**src/rtl/pipe_hazard_ctrl.sv**
```systemverilog
// Stall/flush sequencer for the 5-stage MIPS pipeline: memory-wait freeze, taken-branch flush, load-use bubble.
// Optional performance counters are built only when PIPE_PERF_CNT_EN is defined.
module pipe_hazard_ctrl #(
   parameter int unsigned MEM_TIMEOUT = 15,
   parameter int unsigned CNT_W       = 16
) (
   input  logic             clk,
   input  logic             rst,
   input  logic [4:0]       IdRs,
   input  logic [4:0]       IdRt,
   input  logic             ExMemRead,
   input  logic [4:0]       ExRd,
   input  logic [1:0]       MemMem,
   input  logic             MemBranch,
   input  logic             MemZero,
   input  logic             DmemReady,
   output logic             DmemReq,
   output logic             PcWrite,
   output logic             PcSrc,
   output logic             IfIdWrite,
   output logic             IdExWrite,
   output logic             ExMemWrite,
   output logic             IdExBubble,
   output logic             IfIdFlush,
   output logic             IdExFlush,
   output logic             ExMemFlush,
   output logic             MemErr,
   output logic [CNT_W-1:0] StallCnt,
   output logic [CNT_W-1:0] FlushCnt
);

   typedef enum logic {RUN, MEM_WAIT} state_t;

   localparam logic [7:0] TIMEOUT_VAL = 8'(MEM_TIMEOUT);

   state_t      r_state;
   logic [7:0]  r_waitCnt;
   logic        r_memErr;

   state_t      w_nextState;
   logic [7:0]  w_nextCnt;
   logic        w_setErr;
   logic        w_memOp;
   logic        w_loadUse;
   logic        w_enable;
   logic        w_stallFront;
   logic        w_flush;

   // Reset forces the free-running outputs regardless of the current state.
   always_comb begin
      w_memOp      = |MemMem;
      w_loadUse    = ExMemRead && (ExRd != 5'd0) && ((ExRd == IdRs) || (ExRd == IdRt));
      w_enable     = 1'b1;
      w_stallFront = 1'b0;
      w_flush      = 1'b0;
      DmemReq      = 1'b0;
      PcSrc        = 1'b0;
      IdExBubble   = 1'b0;
      w_nextState  = r_state;
      w_nextCnt    = r_waitCnt;
      w_setErr     = 1'b0;
      if (!rst) begin
         case (r_state)
            RUN: begin
               DmemReq = w_memOp;
               if (w_memOp && !DmemReady) begin
                  w_enable    = 1'b0;
                  w_nextState = MEM_WAIT;
                  w_nextCnt   = 8'd1;
               end else if (MemBranch && MemZero) begin
                  PcSrc   = 1'b1;
                  w_flush = 1'b1;
               end else if (w_loadUse) begin
                  w_stallFront = 1'b1;
                  IdExBubble   = 1'b1;
               end
            end
            MEM_WAIT: begin
               DmemReq = 1'b1;
               if (DmemReady) begin
                  w_nextState = RUN;
                  w_nextCnt   = 8'd0;
               end else if (r_waitCnt == TIMEOUT_VAL) begin
                  w_setErr    = 1'b1;
                  w_nextState = RUN;
                  w_nextCnt   = 8'd0;
               end else begin
                  w_enable  = 1'b0;
                  w_nextCnt = r_waitCnt + 8'd1;
               end
            end
            default: begin
               w_nextState = RUN;
               w_nextCnt   = 8'd0;
            end
         endcase
      end
      PcWrite    = w_enable && !w_stallFront;
      IfIdWrite  = w_enable && !w_stallFront;
      IdExWrite  = w_enable;
      ExMemWrite = w_enable;
      IfIdFlush  = w_flush;
      IdExFlush  = w_flush;
      ExMemFlush = w_flush;
   end

   always_ff @(posedge clk or posedge rst) begin
      if (rst) begin
         r_state   <= RUN;
         r_waitCnt <= 8'd0;
         r_memErr  <= 1'b0;
      end else begin
         r_state   <= w_nextState;
         r_waitCnt <= w_nextCnt;
         if (w_setErr)
            r_memErr <= 1'b1;
      end
   end

   assign MemErr = r_memErr;

`ifdef PIPE_PERF_CNT_EN
   logic [CNT_W-1:0] r_stallCnt;
   logic [CNT_W-1:0] r_flushCnt;

   // Both counters saturate rather than wrap so a long run never reads as a short one.
   always_ff @(posedge clk or posedge rst) begin
      if (rst) begin
         r_stallCnt <= '0;
         r_flushCnt <= '0;
      end else begin
         if ((!PcWrite || !ExMemWrite) && (r_stallCnt != '1))
            r_stallCnt <= r_stallCnt + 1'b1;
         if (PcSrc && (r_flushCnt != '1))
            r_flushCnt <= r_flushCnt + 1'b1;
      end
   end

   assign StallCnt = r_stallCnt;
   assign FlushCnt = r_flushCnt;
`else
   assign StallCnt = '0;
   assign FlushCnt = '0;
`endif

endmodule

```
**config.mk**
```make
export PLATFORM = sky130hd
export DESIGN_NAME = pipe_hazard_ctrl
export DESIGN_NICKNAME = d
export VERILOG_FILES = /design/src/rtl/pipe_hazard_ctrl.sv
export SDC_FILE = /design/constraint.sdc
export NUM_CORES = 1
export LEC_CHECK = 0
export ABC_CLOCK_PERIOD_IN_PS = 2960
export CORE_MARGIN = 5
export CORE_UTILIZATION = 38
export DETAILED_ROUTE_END_ITERATION = 6
export GPL_TIMING_DRIVEN = 0
export PLACE_DENSITY_LB_ADDON = 0.2
export SETUP_SLACK_MARGIN = 0.1
export SLEW_MARGIN = 25
export SYNTH_ARGS = -nofsm -noshare
export SYNTH_HDL_FRONTEND = slang
export SYNTH_SLANG_ARGS = --single-unit
export TNS_END_PERCENT = 10
```
**constraint.sdc**
```tcl
create_clock -name clk -period 2.96 [get_ports clk]
set_input_delay 0.296 -clock clk [delete_from_list [all_inputs] [get_ports clk]]
set_output_delay 0.296 -clock clk [all_outputs]
set_load 0.02 [all_outputs]
```
==> run metrics, run 1 <==
status=complete, no violations; RSZ-0062 raised after global routing=false; fmax=0.368 GHz; drt wl/cell=11.1 um; max-cap viol count=0; Worst EP required=2660 ps; I/O Buffers=33; worst r2r path cells=4; CP max FO=5; Final setup viols=0; CP arrival=2420 ps; DP HPWL=1.99 mm; CP cell instances=or4_1 > nor2_4 > a2111oi_4 > o21ba_2 > clkdlybuf4s50_1; Pwr per Cell Area=298 nW/um^2; worst-skew pair later-pin latency=roughly 260 ps; Hold Path Stages=1; via/cell ratio=4.32; dpl cell area=1460 um^2; fin crit period=2720 ps; CTS sink cnt=10; setup ws final=243 ps; CP max stage delay=600 ps; clock buffer depth=2; Ant. Diodes=0; Detailed Routing Iterations Pass 1=4; sequential-to-total area share from yosys stat=roughly a quarter; cell row count=18; CTS tree=done; Worst-path clk slew=approximately 60 ps; CP Launch Type=flop; Die Area=3670 um^2; final wirelength=2.38 mm; Area growth, synth to finish=56.4%; Post-CTS Setup Bufs=0; synthesized cell area=973 um^2; final setup TNS=0 ps; largest net degree at the start of global routing=12; Initial Util=around 40%; RD Place Congestion=0.779; Design Area, Final=1520 um^2; number of global-route vias before repair=between 800 and 900; Via Count=928; post-synth top area cell=buf_4; DRC errors left=0; Post-synth ARST share=100%; crit end category=output port; number of synthesized flops with an enable pin=0; Die Wd=60.6 um; Post-Syn Area per Cell=8.32 um^2; total global-route track usage=12.4%; Ys Warns=0; Crit-path slowest cell=or4_1; Root Buffer=clkbuf_4; maximum VDD drop=311 uV; H-tree levels=1; antenna-violating nets left=0; final-report hold violation count=0; period utilization=91.8%; Die Height=60.6 um; share of the synthesized area in the top cell type=28.5%; share of post-route cells with drive strength above 1=between 20% and 30%; Hold Path Class=flop to flop; GRT Residual Overflow=0; Worst Skew=2.02 ps; Final nets=210; Initial DRC Count=39; Synth area leaders=buf_4 29%, dfrtp_1 26%, xor2_1 9.0%; Post-synth top flop=dfrtp_1; core area=~2500 um^2; P_leak=0.754 nW; crit path kind=flop to output port; Place WS=134 ps; CTS Buf Count=3; Pins Over Slew Limit=0; cells after synthesis=between 100 and 150; Unique masters post-synth=28; global-route wire length before repair=~3.5 mm; register bit total from synthesis=10; initial antenna violation count=0; I/O pin cnt=66
==> what timing repair did <==
item	in CTS	in global routing
endpoints found under the hold margin	0	0
gates resized for setup	1	4
setup endpoints to repair	1	3
hold buffers	0	0
==> worst paths after layout <==
path                              start      endpoint  slack [ps]
setup / recovery           r_waitCnt[5]     IfIdWrite         240
hold / removal                   MemErr        MemErr         460
setup reg to reg           r_waitCnt[5]  r_waitCnt[0]        1360
hold reg to reg                  MemErr        MemErr         460
max in group asynchronous           rst  r_waitCnt[1]        2280
min in group asynchronous           rst       r_state         500
==> registers in the layout, indices dropped and copies added (netlist names) <==
register / cells
r_state: 1
r_waitCnt: 8
MemErr: 1
==> routing by layer <==
metal	wire (um)	track usage [%]	share of wire (%)
met5	0	0	0
met3	365	4.04	15
met1	903	13.9	38
met4	28	4.64	1.2
met2	1090	21.8	46
==> report_power, final <==
group	total (W)	switching (W)	internal (W)	leakage, nW
Clock	0.000121	0.0000466	0.0000747	0.0210
Sequential	0.000153	0.00000955	0.000143	0.136
Combinational	0.000180	0.0000904	0.0000895	0.597
==> critical path, delay by kind of cell (launching register included) <==
kind / cells / cell delay, ps
DFF: 1 / 420
AOI/OAI and AO/OA: 2 / 370
buffers and inverters: 1 / 600
and+or+nand+nor: 2 / 760
==> per-stage QoR <==
| step | std cells | total power (W) | util, % | hold WS [ps] |
|---|---|---|---|---|
| 5_1_grt | 215 | 0.000478 | 62.0 | 483 |
| 3_3_place_gp | 211 | 0.000327 | 59.4 | 444 |
| 3_5_place_dp | 211 | 0.000330 | 59.4 | 447 |
| 4_1_cts | 215 | 0.000453 | 61.4 | 461 |
| 6_report | 215 | 0.000454 | 62.0 | 457 |
| 2_1_floorplan | 148 | 0.000273 | - | 145 |
==> cell usage in the layout, fill, tap and decap left out <==
master           instances
dfrtp_1                 10
nor2_1                   8
nand3_1                  3
nand3_2                  1
buf_2                    1
a2111oi_4                1
buf_4                   37
xor2_1                  10
a22o_1                   2
ha_1                     1
dlymetal6s2s_1           1
or3_1                    2
a211o_1                  1
nor2_4                   1
inv_1                    2
a21oi_1                  5
o31ai_1                  3
o21ba_2                  2
nand2b_1                 1
nand2_1                  4
o21bai_1                 1
clkinvlp_4               1
clkbuf_8                 1
or3b_1                   1
nand4_1                  1
a22oi_1                  1
conb_1                  32
inv_2                    1
clkdlybuf4s50_1         32
or4_1                    4
nor3_1                   4
clkbuf_4                 3
o21ai_0                  4
a21o_1                   3
==> synth_stat cells (2+ instances only) <==
cell and count:
a22o_1 2, xor2_1 10, nand2_1 4, or4_1 4, o31ai_1 3, nand3_1 4
buf_4 37, nor2_1 8, inv_1 3, or3_1 2, o21ai_0 4, dfrtp_1 10
nor3_1 4, a21oi_1 5, a21o_1 3, o21ba_2 2
==> cell families (layout without fill, tap and decap cells) <==
logic type / after synthesis / count (layout) / synth area share (%)
AND/OR/NAND/NOR: 30 / 30 / 15.9
adder cells (fa/ha/maj): 1 / 1 / 1.29
XOR/XNOR: 10 / 10 / 9.00
buffers and inverters: 42 / 79 / 30.6
flip-flops: 10 / 10 / 25.7
other: 1 / 32 / 0.385
AO/OA/AOI/OAI: 23 / 23 / 17.1
==> area by class of cell <==
cell class                      count  area [um^2]
Sequential cell                    10          250
Tap cell                           30         37.5
Inverter                            4         18.8
Buffer                             38          283
Timing Repair Buffer               33          333
Clock buffer                        4         36.3
Multi-Input combinational cell     96          564
Fill cell                         211          932
(Power assumes the default switching activity.)
==> inputs of run 2 (changes only) <==
--- a/config.mk
+++ b/config.mk
@@ -14,3 +14,3 @@
 export SETUP_SLACK_MARGIN = 0.1
-export SLEW_MARGIN = 25
+export SLEW_MARGIN = 20
 export SYNTH_ARGS = -nofsm -noshare
==> constraint.sdc (replaced) <==
create_clock -name clk -period 2.96 [get_ports clk]
set_input_delay 0.74 -clock clk [delete_from_list [all_inputs] [get_ports clk]]
set_output_delay 0.74 -clock clk [all_outputs]
set_load 0.02 [all_outputs]
==> run 2 against run 1 <==
Compared with the run above:
- the run now ends with negative setup slack left
- final cell count increased by 0.47%
- sequential power about the same
- register-to-register slack about the same
- routed wire length increased by 1.4%
- clock power about the same
- non-clock buffer count increased by 1
- flip-flop and latch count unchanged
- critical path type is now input pin to output port
- critical endpoint is now PcWrite
- highest routed layer unchanged
==> run metrics, run 2 (synthesized netlist as in run 1, its figures left out) <==
CTS sink cnt=10 (unchanged); Root Buffer=clkbuf_4 (unchanged); Pins Over Slew Limit=0 (unchanged); DP HPWL=1.99 mm (unchanged); global-route wire length before repair=3.61 mm (was 3.51 mm); worst-skew pair later-pin latency=260 ps (about the same); final wirelength=2.42 mm (was 2.38 mm); Die Area=3670 um^2 (unchanged); Final nets=211 (was 210); most frequent cells in the layout=44 x buf_4, 32 x conb_1, 19 x clkdlybuf4s50_1, 10 x dfrtp_1, 10 x xor2_1 (was 37 x buf_4, 32 x conb_1, 32 x clkdlybuf4s50_1, 10 x dfrtp_1, 10 x xor2_1); GRT Residual Overflow=0 (unchanged); Detailed Routing Iterations Pass 1=4 (unchanged); antenna-violating nets left=0 (unchanged); largest net degree at the start of global routing=11 (was 12); Largest Register=r_waitCnt (unchanged); Worst-path clk slew=60 ps (about the same); Via Count=930 (was 928); Largest register FFs=8 (unchanged); share of post-route cells with drive strength above 1=31.7% (was 26.5%); RD Place Congestion=0.779 (unchanged); Filler Cell Count=217 (was 211); CP Launch Type=input pin (was flop); via/cell ratio=4.31 (was 4.32); fmax=0.336 GHz (was 0.368 GHz); crit end category=output port (unchanged); Worst Skew=2.76 ps (was 2.02 ps); most common cell after layout, fill and taps aside=buf_4 (unchanged); area of the multi-input gates=572 um^2 (was 564 um^2); post-layout util=61.8% (was 62.0%); worst r2r path cells=4 (unchanged); Post-Layout Cell Count=216 (was 215); H-tree levels=1 (unchanged); number of global-route vias before repair=818 (was 811); max-cap viol count=0 (unchanged); Area growth, synth to finish=55.9% (was 56.4%); failing checks=negative setup slack; DRC errors left=0 (unchanged); Hold Path Origin=MemErr (unchanged); P_leak=0.777 nW (was 0.754 nW); CP arrival=2240 ps (was 2420 ps); Hold Path Stages=1 (unchanged); fin crit period=2980 ps (was 2720 ps); R2R Path End=r_waitCnt[0] (unchanged); RSZ-0062 raised after global routing=true (was false); Initial Util=39.7% (unchanged); period utilization=101% (was 91.8%); I/O pin cnt=66 (unchanged); total global-route track usage=12.7% (was 12.4%); clock buffer depth=2 (unchanged); drt wl/cell=11.2 um (was 11.1 um); setup ws final=-16.8 ps (was 243 ps); initial antenna violation count=0 (unchanged); Ant. Diodes=0 (unchanged); cell row count=18 (unchanged); Final setup viols=1 (was 0); Die Wd=60.6 um (unchanged); CP max FO=2 (was 5); CTS Buf Count=3 (unchanged); Placed Instances=211 (unchanged); maximum VDD drop=311 uV (about the same); Sequential Area=250 um^2 (unchanged); Worst EP required=2220 ps (was 2660 ps); r2r startpoint=r_waitCnt[5] (unchanged); CTS tree=done (unchanged); Hold Path Class=flop to flop (unchanged); Reg2Reg Setup Slack=1370 ps (was 1360 ps); Pwr per Cell Area=298 nW/um^2 (about the same); status=complete, but fails checks (was complete, no violations); CTS Hold Bufs=0 (unchanged); crit path kind=input pin to output port (was flop to output port); Initial DRC Count=29 (was 39); I/O Buffers=33 (unchanged); final-report hold violation count=0 (unchanged); Die Height=60.6 um (unchanged); core area=2450 um^2 (unchanged); Hold Path End=MemErr (unchanged)
## run 2: per-layer routing
layer	up-vias	track usage [%]	part of all wire [%]
li1	475	-	-
met1	401	14.2	38
met2	50	22.4	46
met3	4	4.04	15
met4	0	4.64	1.2
met5	-	0	0
## run 2: layout make-up
class	instances	share of cell area, %
Timing Repair Buffer	34	21.1
Multi-Input combinational cell	96	37.7
Clock buffer	4	2.39
Inverter	4	1.24
Buffer	38	18.6
Sequential cell	10	16.5
Tap cell	30	2.47
## run 2: worst max path at each step
| stage | depth (start not counted) | to | slack, ps | start |
|---|---|---|---|---|
| after global placement | 7 | PcWrite | -740 | rst |
| after detailed placement | 7 | PcWrite | -750 | rst |
| after floorplan | 5 | PcWrite | 400 | rst |
| final | 7 | PcWrite | -20 | MemMem[0] |
| after global routing | 7 | PcWrite | -120 | MemMem[0] |
| after CTS | 5 | ExMemWrite | -80 | r_waitCnt[5] |
## run 2: metrics by stage
step           power (W)  TNS, ps  hold WS (ps)  setup slack (ps)  cell area (um^2)
5_1_grt         0.000477     -219           483              -119              1520
3_5_place_dp    0.000330    -4730           447              -754              1460
2_1_floorplan   0.000273        0           511               401              1090
3_3_place_gp    0.000327    -4670           444              -739              1460
4_1_cts         0.000452    -98.4           461             -80.2              1510
6_report        0.000452    -16.8           457             -16.8              1520
## run 2: power by group
group          internal, W  switching [W]
Sequential        0.000143     0.00000999
Clock            0.0000747      0.0000470
Combinational    0.0000865      0.0000912
Total             0.000304       0.000148
## run 2: critical path, cell delays in order
cell and delay (ps):
clkdlybuf4s50_1 430, o21bai_1 190, nand3_1 140, a211o_1 260, o21ba_2 210, buf_4 120
buf_4 150
## run 2: timing repair
item / in CTS / in global routing
endpoints found under the hold margin: 0 / 0
pin swaps: 4 / 0
resized for setup: 26 / 6
endpoints found under the setup margin: 9 / 7
setup buffers: 1 / 0
==> inputs of run 3 (changes only) <==
Settings changed: ABC_CLOCK_PERIOD_IN_PS 2960 to not set.
==> results of run 3 <==
No change in the layout: final DEF, timing and power equal those of run 2.
